<file path="config.mk">
export PLATFORM = sky130hd
export DESIGN_NAME = reg_display_driver
export DESIGN_NICKNAME = d
export VERILOG_FILES = /design/src/rtl/mips_display_pkg.sv /design/src/rtl/reg_display_driver_btn_debounce.sv /design/src/rtl/reg_display_driver.sv
export SDC_FILE = /design/constraint.sdc
export NUM_CORES = 1
export LEC_CHECK = 0
export CORE_MARGIN = 2
export CORE_UTILIZATION = 25
export DETAILED_ROUTE_END_ITERATION = 10
export PLACE_DENSITY = 0.49
export SETUP_SLACK_MARGIN = 0.15
export SYNTH_ARGS = -nofsm -noshare
export SYNTH_HDL_FRONTEND = slang
export SYNTH_HIERARCHICAL = 1
export SYNTH_SLANG_ARGS = --single-unit
</file>
<file path="constraint.sdc">
create_clock -name CLK -period 5.25 [get_ports CLK]
set_input_delay 0.525 -clock CLK [delete_from_list [all_inputs] [get_ports CLK]]
set_output_delay 0.525 -clock CLK [all_outputs]
set_load 0.1 [all_outputs]
</file>
<file path="src/rtl/mips_display_pkg.sv">
// Shared constants and types for the register display driver.
package mips_display_pkg;

  // Active-low {g,f,e,d,c,b,a} with every segment off.
  localparam logic [6:0] SEG_BLANK = 7'h7F;

  // Active-low hex font. Entry 0 is the least significant slice.
  localparam logic [15:0][6:0] HEX_SEG = {
    7'h0E, 7'h06, 7'h21, 7'h46, 7'h03, 7'h08, 7'h10, 7'h00,
    7'h78, 7'h02, 7'h12, 7'h19, 7'h30, 7'h24, 7'h79, 7'h40
  };

  // Push-button debounce states.
  typedef enum logic [1:0] {
    DB_IDLE         = 2'd0,
    DB_PRESS_WAIT   = 2'd1,
    DB_HELD         = 2'd2,
    DB_RELEASE_WAIT = 2'd3
  } db_state_e;

  // Segment pattern for one hex nibble.
  function automatic logic [6:0] hex_to_seg(input logic [3:0] nib);
    return HEX_SEG[nib];
  endfunction

endpackage

</file>
<file path="src/rtl/reg_display_driver_btn_debounce.sv">
// Synchronises a raw push-button and emits one step pulse per accepted press.
module btn_debounce
  import mips_display_pkg::*;
#(
  parameter int unsigned DEBOUNCE_CYCLES = 1000000
) (
  input  logic CLK,
  input  logic reset,
  input  logic raw,
  output logic step
);

  localparam int unsigned CNT_W = (DEBOUNCE_CYCLES > 1) ? $clog2(DEBOUNCE_CYCLES) : 1;
  localparam logic [CNT_W-1:0] CNT_LAST = CNT_W'(DEBOUNCE_CYCLES - 1);

  logic             sync1_q;
  logic             btn_s_q;
  db_state_e        state_q;
  logic [CNT_W-1:0] cnt_q;
  logic             step_q;

  // Two-flop synchroniser for the asynchronous button level.
  always_ff @(posedge CLK or negedge reset) begin
    if (!reset) begin
      sync1_q <= 1'b0;
      btn_s_q <= 1'b0;
    end else begin
      sync1_q <= raw;
      btn_s_q <= sync1_q;
    end
  end

  // Press/release qualification; a press is only re-armed after a stable release.
  always_ff @(posedge CLK or negedge reset) begin
    if (!reset) begin
      state_q <= DB_IDLE;
      cnt_q   <= '0;
      step_q  <= 1'b0;
    end else begin
      step_q <= 1'b0;
      case (state_q)
        DB_IDLE: begin
          if (btn_s_q) begin
            state_q <= DB_PRESS_WAIT;
            cnt_q   <= '0;
          end
        end
        DB_PRESS_WAIT: begin
          if (!btn_s_q) begin
            state_q <= DB_IDLE;
          end else if (cnt_q == CNT_LAST) begin
            state_q <= DB_HELD;
            step_q  <= 1'b1;
          end else begin
            cnt_q <= cnt_q + CNT_W'(1);
          end
        end
        DB_HELD: begin
          if (!btn_s_q) begin
            state_q <= DB_RELEASE_WAIT;
            cnt_q   <= '0;
          end
        end
        DB_RELEASE_WAIT: begin
          if (btn_s_q) begin
            state_q <= DB_HELD;
          end else if (cnt_q == CNT_LAST) begin
            state_q <= DB_IDLE;
          end else begin
            cnt_q <= cnt_q + CNT_W'(1);
          end
        end
        default: state_q <= DB_IDLE;
      endcase
    end
  end

  assign step = step_q;

endmodule

</file>
<file path="src/rtl/reg_display_driver.sv">
// Multiplexed 4-digit display of the core's register byte and address,
// plus the button-driven byte selector fed back to the core.
module reg_display_driver
  import mips_display_pkg::*;
#(
  parameter int unsigned DIGIT_CYCLES    = 25000,
  parameter int unsigned BLANK_CYCLES    = 2,
  parameter int unsigned DEBOUNCE_CYCLES = 1000000
) (
  input  logic       CLK,
  input  logic       reset,
  input  logic [7:0] reg_byte,
  input  logic [4:0] user_addr,
  input  logic       btn_next,
  output logic [1:0] reg_bits,
  output logic [6:0] seg,
  output logic [3:0] an,
  output logic       dp
);

  localparam int unsigned SLOT_W = (DIGIT_CYCLES > 1) ? $clog2(DIGIT_CYCLES) : 1;
  localparam logic [SLOT_W-1:0] SLOT_LAST = SLOT_W'(DIGIT_CYCLES - 1);
  localparam logic [SLOT_W-1:0] SLOT_BLANK = SLOT_W'(BLANK_CYCLES);

  logic              step;
  logic [1:0]        reg_bits_q;
  logic [SLOT_W-1:0] slot_q;
  logic [1:0]        idx_q;
  logic [7:0]        snap_byte_q;
  logic [4:0]        snap_addr_q;
  logic [3:0]        nib_c;
  logic              blank_c;
  logic [6:0]        seg_q;
  logic [3:0]        an_q;
  logic              dp_q;

  btn_debounce #(
    .DEBOUNCE_CYCLES(DEBOUNCE_CYCLES)
  ) u_btn_debounce (
    .CLK  (CLK),
    .reset(reset),
    .raw  (btn_next),
    .step (step)
  );

  // Byte selector advances once per accepted press, wrapping 3 -> 0.
  always_ff @(posedge CLK or negedge reset) begin
    if (!reset) begin
      reg_bits_q <= 2'd0;
    end else if (step) begin
      reg_bits_q <= reg_bits_q + 2'd1;
    end
  end

  // Slot timer and digit index; inputs are sampled only at scan wrap so a scan never tears.
  always_ff @(posedge CLK or negedge reset) begin
    if (!reset) begin
      slot_q      <= '0;
      idx_q       <= 2'd0;
      snap_byte_q <= 8'd0;
      snap_addr_q <= 5'd0;
    end else if (slot_q == SLOT_LAST) begin
      slot_q <= '0;
      idx_q  <= idx_q + 2'd1;
      if (idx_q == 2'd3) begin
        snap_byte_q <= reg_byte;
        snap_addr_q <= user_addr;
      end
    end else begin
      slot_q <= slot_q + SLOT_W'(1);
    end
  end

  // Nibble shown in the current slot.
  always_comb begin
    nib_c = 4'd0;
    case (idx_q)
      2'd0:    nib_c = snap_byte_q[3:0];
      2'd1:    nib_c = snap_byte_q[7:4];
      2'd2:    nib_c = snap_addr_q[3:0];
      default: nib_c = {3'b000, snap_addr_q[4]};
    endcase
  end

  assign blank_c = (slot_q < SLOT_BLANK);

  // Registered display drive; all anodes off for the first clocks of each slot.
  always_ff @(posedge CLK or negedge reset) begin
    if (!reset) begin
      seg_q <= SEG_BLANK;
      an_q  <= 4'hF;
      dp_q  <= 1'b1;
    end else begin
      seg_q <= blank_c ? SEG_BLANK : hex_to_seg(nib_c);
      an_q  <= blank_c ? 4'hF : ~(4'b0001 << idx_q);
      dp_q  <= blank_c | (idx_q != reg_bits_q);
    end
  end

  assign reg_bits = reg_bits_q;
  assign seg      = seg_q;
  assign an       = an_q;
  assign dp       = dp_q;

endmodule

</file>
After elaboration in Yosys (flattened, before gate mapping)
Memories as Yosys holds them, arrays and structs flattened.
Index checks and enable logic that the tools add are counted.
Cells by class
  $add $sub $neg: 4
  magnitude comparators: 2
  equal/unequal tests: 15
  shifts and indexed selects: 1
  muxes and demuxes: 21
  bitwise operators: 2
  reductions and logical operators: 5
Operators by type and width (number)
  20-bit 2-to-1 mux: 5
  20-bit one-hot mux with 4 select lines: 1
  20-bit by 1-bit adder with 20-bit output (second input constant): 1
  20-bit equality test (second input constant): 1
  15-bit by 1-bit adder with 15-bit output (second input constant): 1
  15-bit equality test (second input constant): 1
  15-bit by 2-bit less-than comparator with 1-bit output (second input constant): 1
  15-bit 2-to-1 mux: 1
  7-bit 2-to-1 mux: 2
  2-bit 2-to-1 mux: 6
  4-bit one-hot mux with 3 select lines: 1
  2-bit equality test (second input constant): 4
  2-bit one-hot mux with 4 select lines: 1
  4-bit AND reduction: 2
  4-bit by 5-bit less-than comparator with 1-bit output (second input constant): 1
  2-bit by 1-bit adder with 2-bit output (second input constant): 2
  2-bit by 1-bit equality test with 1-bit output (second input constant): 2
  2-bit logical NOT: 2
  4-bit 2-to-1 mux: 1
  2-bit by 1-bit inequality test with 1-bit output (second input constant): 2
  2-bit inequality test (second input constant): 2
  4-bit NOT: 1
  1-bit by 2-bit << shifter with 4-bit output (first input constant): 1
  1-bit 2-to-1 mux: 3
  other kinds (5): 5
Word-level totals
  bits in registers: 69
  bits in read-only memories: 112
  memories kept: 1
Memories
  (no name shown): words 16, width 7, read ports 1, clocked after Yosys merged registers in 0, wr ports 0, RTL line mips_display_pkg.sv:23  | return HEX_SEG[nib];

Longest topological paths before layout
  depth after elaboration: 5
  depth in mapped cells: 8
  gate-level depth less buffers: 8

Hierarchy
The synthesis kept the hierarchy.
Modules (own cells, without submodules)
  reg_display_driver: instances 1, cells an instance 184, area an instance 2172.1 sq um, seq. area each 1116.1 sq um
  btn_debounce: instances 1, cells an instance 146, area an instance 1351.3 sq um, seq. area each 625.6 sq um

Worst setup path after synthesis
OpenSTA, ideal clock, no wires.
  path kind: flip-flop to flip-flop
  start point: reg idx_q[0]
  end point: reg seg_q[3], in the netlist seg[3]
  setup time: 83 ps
  data arrival time: 2092 ps
  required time: 5167 ps
  slack: 3074 ps
  cell stages (with the launch flop): 9
  path buffers: 0
  clock period less this slack: 2176 ps
  cell sequence: dfrtp_1 inv_1 ha_1 a222oi_1 or2_2 inv_1 ha_1 mux2_2 a221o_1
On the way
  cells in the longest elaborated chain, start to end: 5
  elaborated cells on any way between the ends: 7
Ends and longest elaborated chain
  start: declaration: RTL line reg_display_driver.sv:28  | logic [1:0] idx_q;
  start signal: assignment: RTL line reg_display_driver.sv:64  | idx_q <= idx_q + 2'd1;
  2-bit equality test (tied with other cells): RTL line reg_display_driver.sv:77  | case (idx_q)
  4-bit one-hot mux with 3 select lines (*): RTL line reg_display_driver.sv:77
  memory read 16 x 7 bit (*)
  7-bit 2-to-1 mux (not written as such) (*): RTL line mips_display_pkg.sv:23
  7-bit 2-to-1 mux (*): RTL line reg_display_driver.sv:94  | seg_q <= blank_c ? SEG_BLANK : hex_to_seg(nib_c);
  end signal: assignment: RTL line reg_display_driver.sv:94
  end: declaration: RTL line reg_display_driver.sv:33  | logic [6:0] seg_q;
Every way passes the cells marked *; elsewhere a longest branch is shown, timed or not. The select of a mux whose other input is x is not followed.
A chain may end at the register's enable or synchronous reset.

Final worst setup path
Same ends and word-level chain as after synthesis.

==> results.rst <==
.. list-table::
   :header-rows: 1

   * - Metric
     - Value
   * - Detailed-router iteration count before antenna repair
     - 6
   * - Period utilisation layout
     - 0.5281
   * - Required time of the worst setup path
     - 5.50 ns
   * - Post-synth cell types
     - 49
   * - Length of routed met2 wiring
     - 3.451 mm
   * - Diode insertion count for antenna repair
     - 0
   * - Power Dens Cells
     - 287.1 nW/um^2
   * - GRT Residual Overflow
     - 0
   * - Worst voltage drop across the vdd grid
     - 0.1540 mV
   * - Die Outline Area
     - 15060 sq um
   * - Endpoint class of the critical path
     - register
   * - Met3 wire length
     - 374 um
   * - Synthesized Nets
     - 359
   * - First-pass GRT wire length
     - 12.10 mm
   * - Unrepaired setup endpoints after global routing
     - false
   * - Mean instance size in the synthesized netlist
     - 10.68 sq um
   * - Maximum fanout along the worst path
     - 9
   * - Number of buffers created by CTS
     - 9
   * - Pins over their slew limit
     - 0
   * - Startpoint type of the worst setup path
     - register
   * - Time the worst path needs with I/O delays and setup
     - 2.772 ns
   * - Instance count along the most critical hold path
     - 0
   * - Most frequently used flop master after synthesis
     - sky130_fd_sc_hd__dfrtp_1
   * - Worst Reg-to-Reg Cells
     - 6
   * - Total number of vias
     - 2570
   * - Fill cells
     - 1393
   * - Sink Count
     - 69
   * - Switching portion of total power
     - 0.2427
   * - Die outline width
     - 122.7 um
   * - Synth-to-layout area growth
     - 19.96%
   * - Worst max-slew margin expressed relative to the limit
     - 0.1613
   * - Static Leak
     - 1.768 nW
   * - Overall Global Routing Usage
     - 0.1038
   * - Latest clock arrival within the worst-skew pair
     - 0.34 ns
   * - Slew at the pin closest to its max-slew limit
     - 1.258 ns
   * - Die height
     - 122.7 um
   * - Setup total negative slack
     - 0 ns
   * - Final-stage net count
     - 388
   * - Final Total Pwr
     - 0.001213 W
   * - Setup clock skew after layout
     - 0.008106 ns
   * - Leading cell types in the layout, fill and taps excluded
     - sky130_fd_sc_hd__dfrtp_1 (57), sky130_fd_sc_hd__nand2_1 (32), sky130_fd_sc_hd__clkdlybuf4s50_1 (28)
   * - Clock tree from TritonCTS
     - done
   * - Clock network power share
     - 0.449
   * - Switching Power
     - 0.0002945 W
   * - Critical path launch point
     - idx_q[0]
   * - Final hold vios
     - 0
   * - Initial DRC Count
     - 314
   * - Sequential share of power
     - 0.459
   * - Postcts setup bufs
     - 0
   * - Layout cell share with drive strength beyond 1
     - 0.1511
   * - Reported max-cap violation count
     - 0
   * - Placed Instances
     - 527
   * - Number of flops mapped to enable cells by yosys
     - 0
   * - Yosys warns
     - 6
   * - Syn Inst Count
     - 330
   * - Effective utilization at floorplan
     - 0.2548
   * - Worst hold start
     - u_btn_debounce/sync1_q
   * - Number of remaining DRC errors
     - 0
   * - FF+latch count, synth
     - 69
   * - Critical Path AT
     - 3.03 ns
   * - Detailed-placement wirelength estimate
     - 4.934 mm
   * - Core area
     - 13830 sq um
   * - Run status
     - finished, final reports clean
   * - Routability-driven placement congestion ratio
     - 0.7799
   * - Part of the Yosys area used for sequential elements
     - 0.4943
   * - WL final
     - 7.382 mm
   * - Number of global-route vias before repair
     - 2471
   * - Largest net degree at the start of global routing
     - 70
   * - Met1 Wirelength
     - 3.446 mm
   * - Worst hold margin
     - 0.3483 ns
   * - Finish-stage setup viols
     - 0
   * - Commonest non-fill, non-tap cell in the layout
     - sky130_fd_sc_hd__dfrtp_1
   * - Worst hold path type
     - reg2reg
   * - Combinational power share
     - 0.092
   * - WL per Instance
     - 13.57 um
   * - Top Layer Used
     - met4
   * - Number of buffers on the longest clock path
     - 2
   * - CTS root buf
     - sky130_fd_sc_hd__clkbuf_16
   * - Avg Vias per Cell
     - 4.724
   * - Internal power component
     - 0.0009190 W
   * - Cells resized by post-CTS repair
     - 0
   * - Kind of critical path
     - reg2reg
   * - Placement row count
     - 43
   * - Initial antenna violation count
     - 0
   * - Async set-or-reset flop fraction in the synthesized netlist
     - 1.000
   * - Number of standard cells in the final layout excluding fillers
     - 544
   * - Antenna-violating nets left
     - 0
   * - Maximum operating frequency
     - 360.7 MHz
   * - Clock slew at the register clock pins of the worst setup and hold paths
     - 0.06 ns
   * - Post-CTS Hold Fix Bufs
     - 0
   * - Netlist Area Pre-Place
     - 3523 sq um
   * - Number of H-tree levels
     - 3
   * - Startpoint of the worst register-to-register path
     - idx_q[0]
   * - Port-buffer cells
     - 29
   * - Number of placed I/O pins
     - 30
-- area by class of cell --
cell class                 instances  area (sq um)  share of cell area
sequential                        69          1742              0.4121
multi-input combinational        234          1645              0.3893
timing repair buffer              31         297.8             0.07046
clock buffer                      14         254.0             0.06009
tap                              180         225.2             0.05329
inverter                          14         52.55             0.01243
clock inverter                     2         10.01            0.002368
-- final timing paths --
check,slack [ns],end
setup / recovery,2.48,seg[3]
hold / removal,0.35,u_btn_debounce/btn_s_q
setup reg to reg,2.48,seg[3]
hold reg to reg,0.35,u_btn_debounce/btn_s_q
max in group asynchronous,4.28,u_btn_debounce/btn_s_q
min in group asynchronous,0.41,snap_addr_q[0]
-- power by group through the flow --
stage | registers [W] | logic, W | clock network, W
global placement | 0.000566 | 0.000111 | 0
finish | 0.000557 | 0.000112 | 0.000544
floorplan | 0.000600 | 0.0000401 | 0
detailed placement | 0.000566 | 0.000112 | 0
global route | 0.000558 | 0.000121 | 0.000587
CTS | 0.000557 | 0.000112 | 0.000564
-- routing by layer --
metal | GRT usage | vias to the layer above
met5 | 0 | -
met4 | 0.03233 | 0
met3 | 0.04136 | 11
met2 | 0.1630 | 75
met1 | 0.1304 | 1240
li1 | - | 1244
-- metrics by stage --
stage	util	worst slack [ns]	area [sq um]
floorplan	-	3.074	3523
global placement	0.2862	2.630	3958
detailed placement	0.2862	2.538	3958
CTS	0.3053	2.526	4222
global route	0.3057	2.358	4227
finish	0.3057	2.478	4227
-- flip-flops by register name (all words and copies together) (netlist names), named ones only --
signal,flops
u_btn_debounce/cnt_q,20
u_btn_debounce/btn_s_q,1
snap_byte_q,8
reg_bits,2
u_btn_debounce/state_q,1
u_btn_debounce/step,1
u_btn_debounce/sync1_q,1
slot_q,15
dp,1
an,4
idx_q,2
seg,7
snap_addr_q,5
-- worst max-delay path: stages (launching register included) --
cell and delay, ns:
sky130_fd_sc_hd__dfrtp_1 0.43, sky130_fd_sc_hd__inv_1 0.12, sky130_fd_sc_hd__ha_1 0.28, sky130_fd_sc_hd__a222oi_1 1.09, sky130_fd_sc_hd__or2_2 0.35, sky130_fd_sc_hd__o21ai_0 0.12, sky130_fd_sc_hd__a221o_1 0.31
-- cells in the mapped netlist (2+ instances only) --
| library cell | n | share of area |
|---|---|---|
| sky130_fd_sc_hd__a211oi_1 | 3 | 0.0064 |
| sky130_fd_sc_hd__a21oi_1 | 9 | 0.013 |
| sky130_fd_sc_hd__a221o_1 | 3 | 0.0085 |
| sky130_fd_sc_hd__a222oi_1 | 3 | 0.0085 |
| sky130_fd_sc_hd__and3_1 | 3 | 0.0053 |
| sky130_fd_sc_hd__and4_1 | 2 | 0.0050 |
| sky130_fd_sc_hd__buf_2 | 4 | 0.0057 |
| sky130_fd_sc_hd__buf_6 | 4 | 0.013 |
| sky130_fd_sc_hd__clkbuf_1 | 5 | 0.0053 |
| sky130_fd_sc_hd__dfrtp_1 | 57 | 0.40 |
| sky130_fd_sc_hd__dfstp_2 | 12 | 0.089 |
| sky130_fd_sc_hd__ha_1 | 13 | 0.046 |
| sky130_fd_sc_hd__inv_1 | 13 | 0.014 |
| sky130_fd_sc_hd__mux2_2 | 6 | 0.019 |
| sky130_fd_sc_hd__mux2_4 | 10 | 0.043 |
| sky130_fd_sc_hd__mux2i_1 | 2 | 0.0057 |
| sky130_fd_sc_hd__nand2_1 | 32 | 0.034 |
| sky130_fd_sc_hd__nand3_1 | 24 | 0.034 |
| sky130_fd_sc_hd__nand4_1 | 6 | 0.011 |
| sky130_fd_sc_hd__nor2_1 | 17 | 0.018 |
| sky130_fd_sc_hd__nor2b_1 | 2 | 0.0036 |
| sky130_fd_sc_hd__nor3_1 | 8 | 0.011 |
| sky130_fd_sc_hd__nor4_1 | 4 | 0.0071 |
| sky130_fd_sc_hd__nor4_4 | 2 | 0.012 |
| sky130_fd_sc_hd__o211ai_1 | 2 | 0.0043 |
| sky130_fd_sc_hd__o21ai_0 | 8 | 0.011 |
| sky130_fd_sc_hd__o21ai_1 | 14 | 0.020 |
| sky130_fd_sc_hd__o221ai_1 | 3 | 0.0075 |
| sky130_fd_sc_hd__o31a_1 | 2 | 0.0050 |
| sky130_fd_sc_hd__or2_2 | 3 | 0.0053 |
| sky130_fd_sc_hd__or3_1 | 10 | 0.018 |
| sky130_fd_sc_hd__or4_1 | 5 | 0.011 |
| sky130_fd_sc_hd__or4_4 | 3 | 0.0096 |
| sky130_fd_sc_hd__xnor2_1 | 16 | 0.040 |
| sky130_fd_sc_hd__xor2_1 | 6 | 0.015 |
-- cells by family after synthesis --
logic type,Yosys count,synth area share
AND/OR/NAND/NOR,125,0.1928
flip-flops,69,0.4943
AO/OA/AOI/OAI,56,0.1058
buffers and inverters,27,0.03871
XOR/XNOR,22,0.05469
multiplexers,18,0.06747
adder cells (fa/ha/maj),13,0.04617
(Power assumes the default switching activity.)
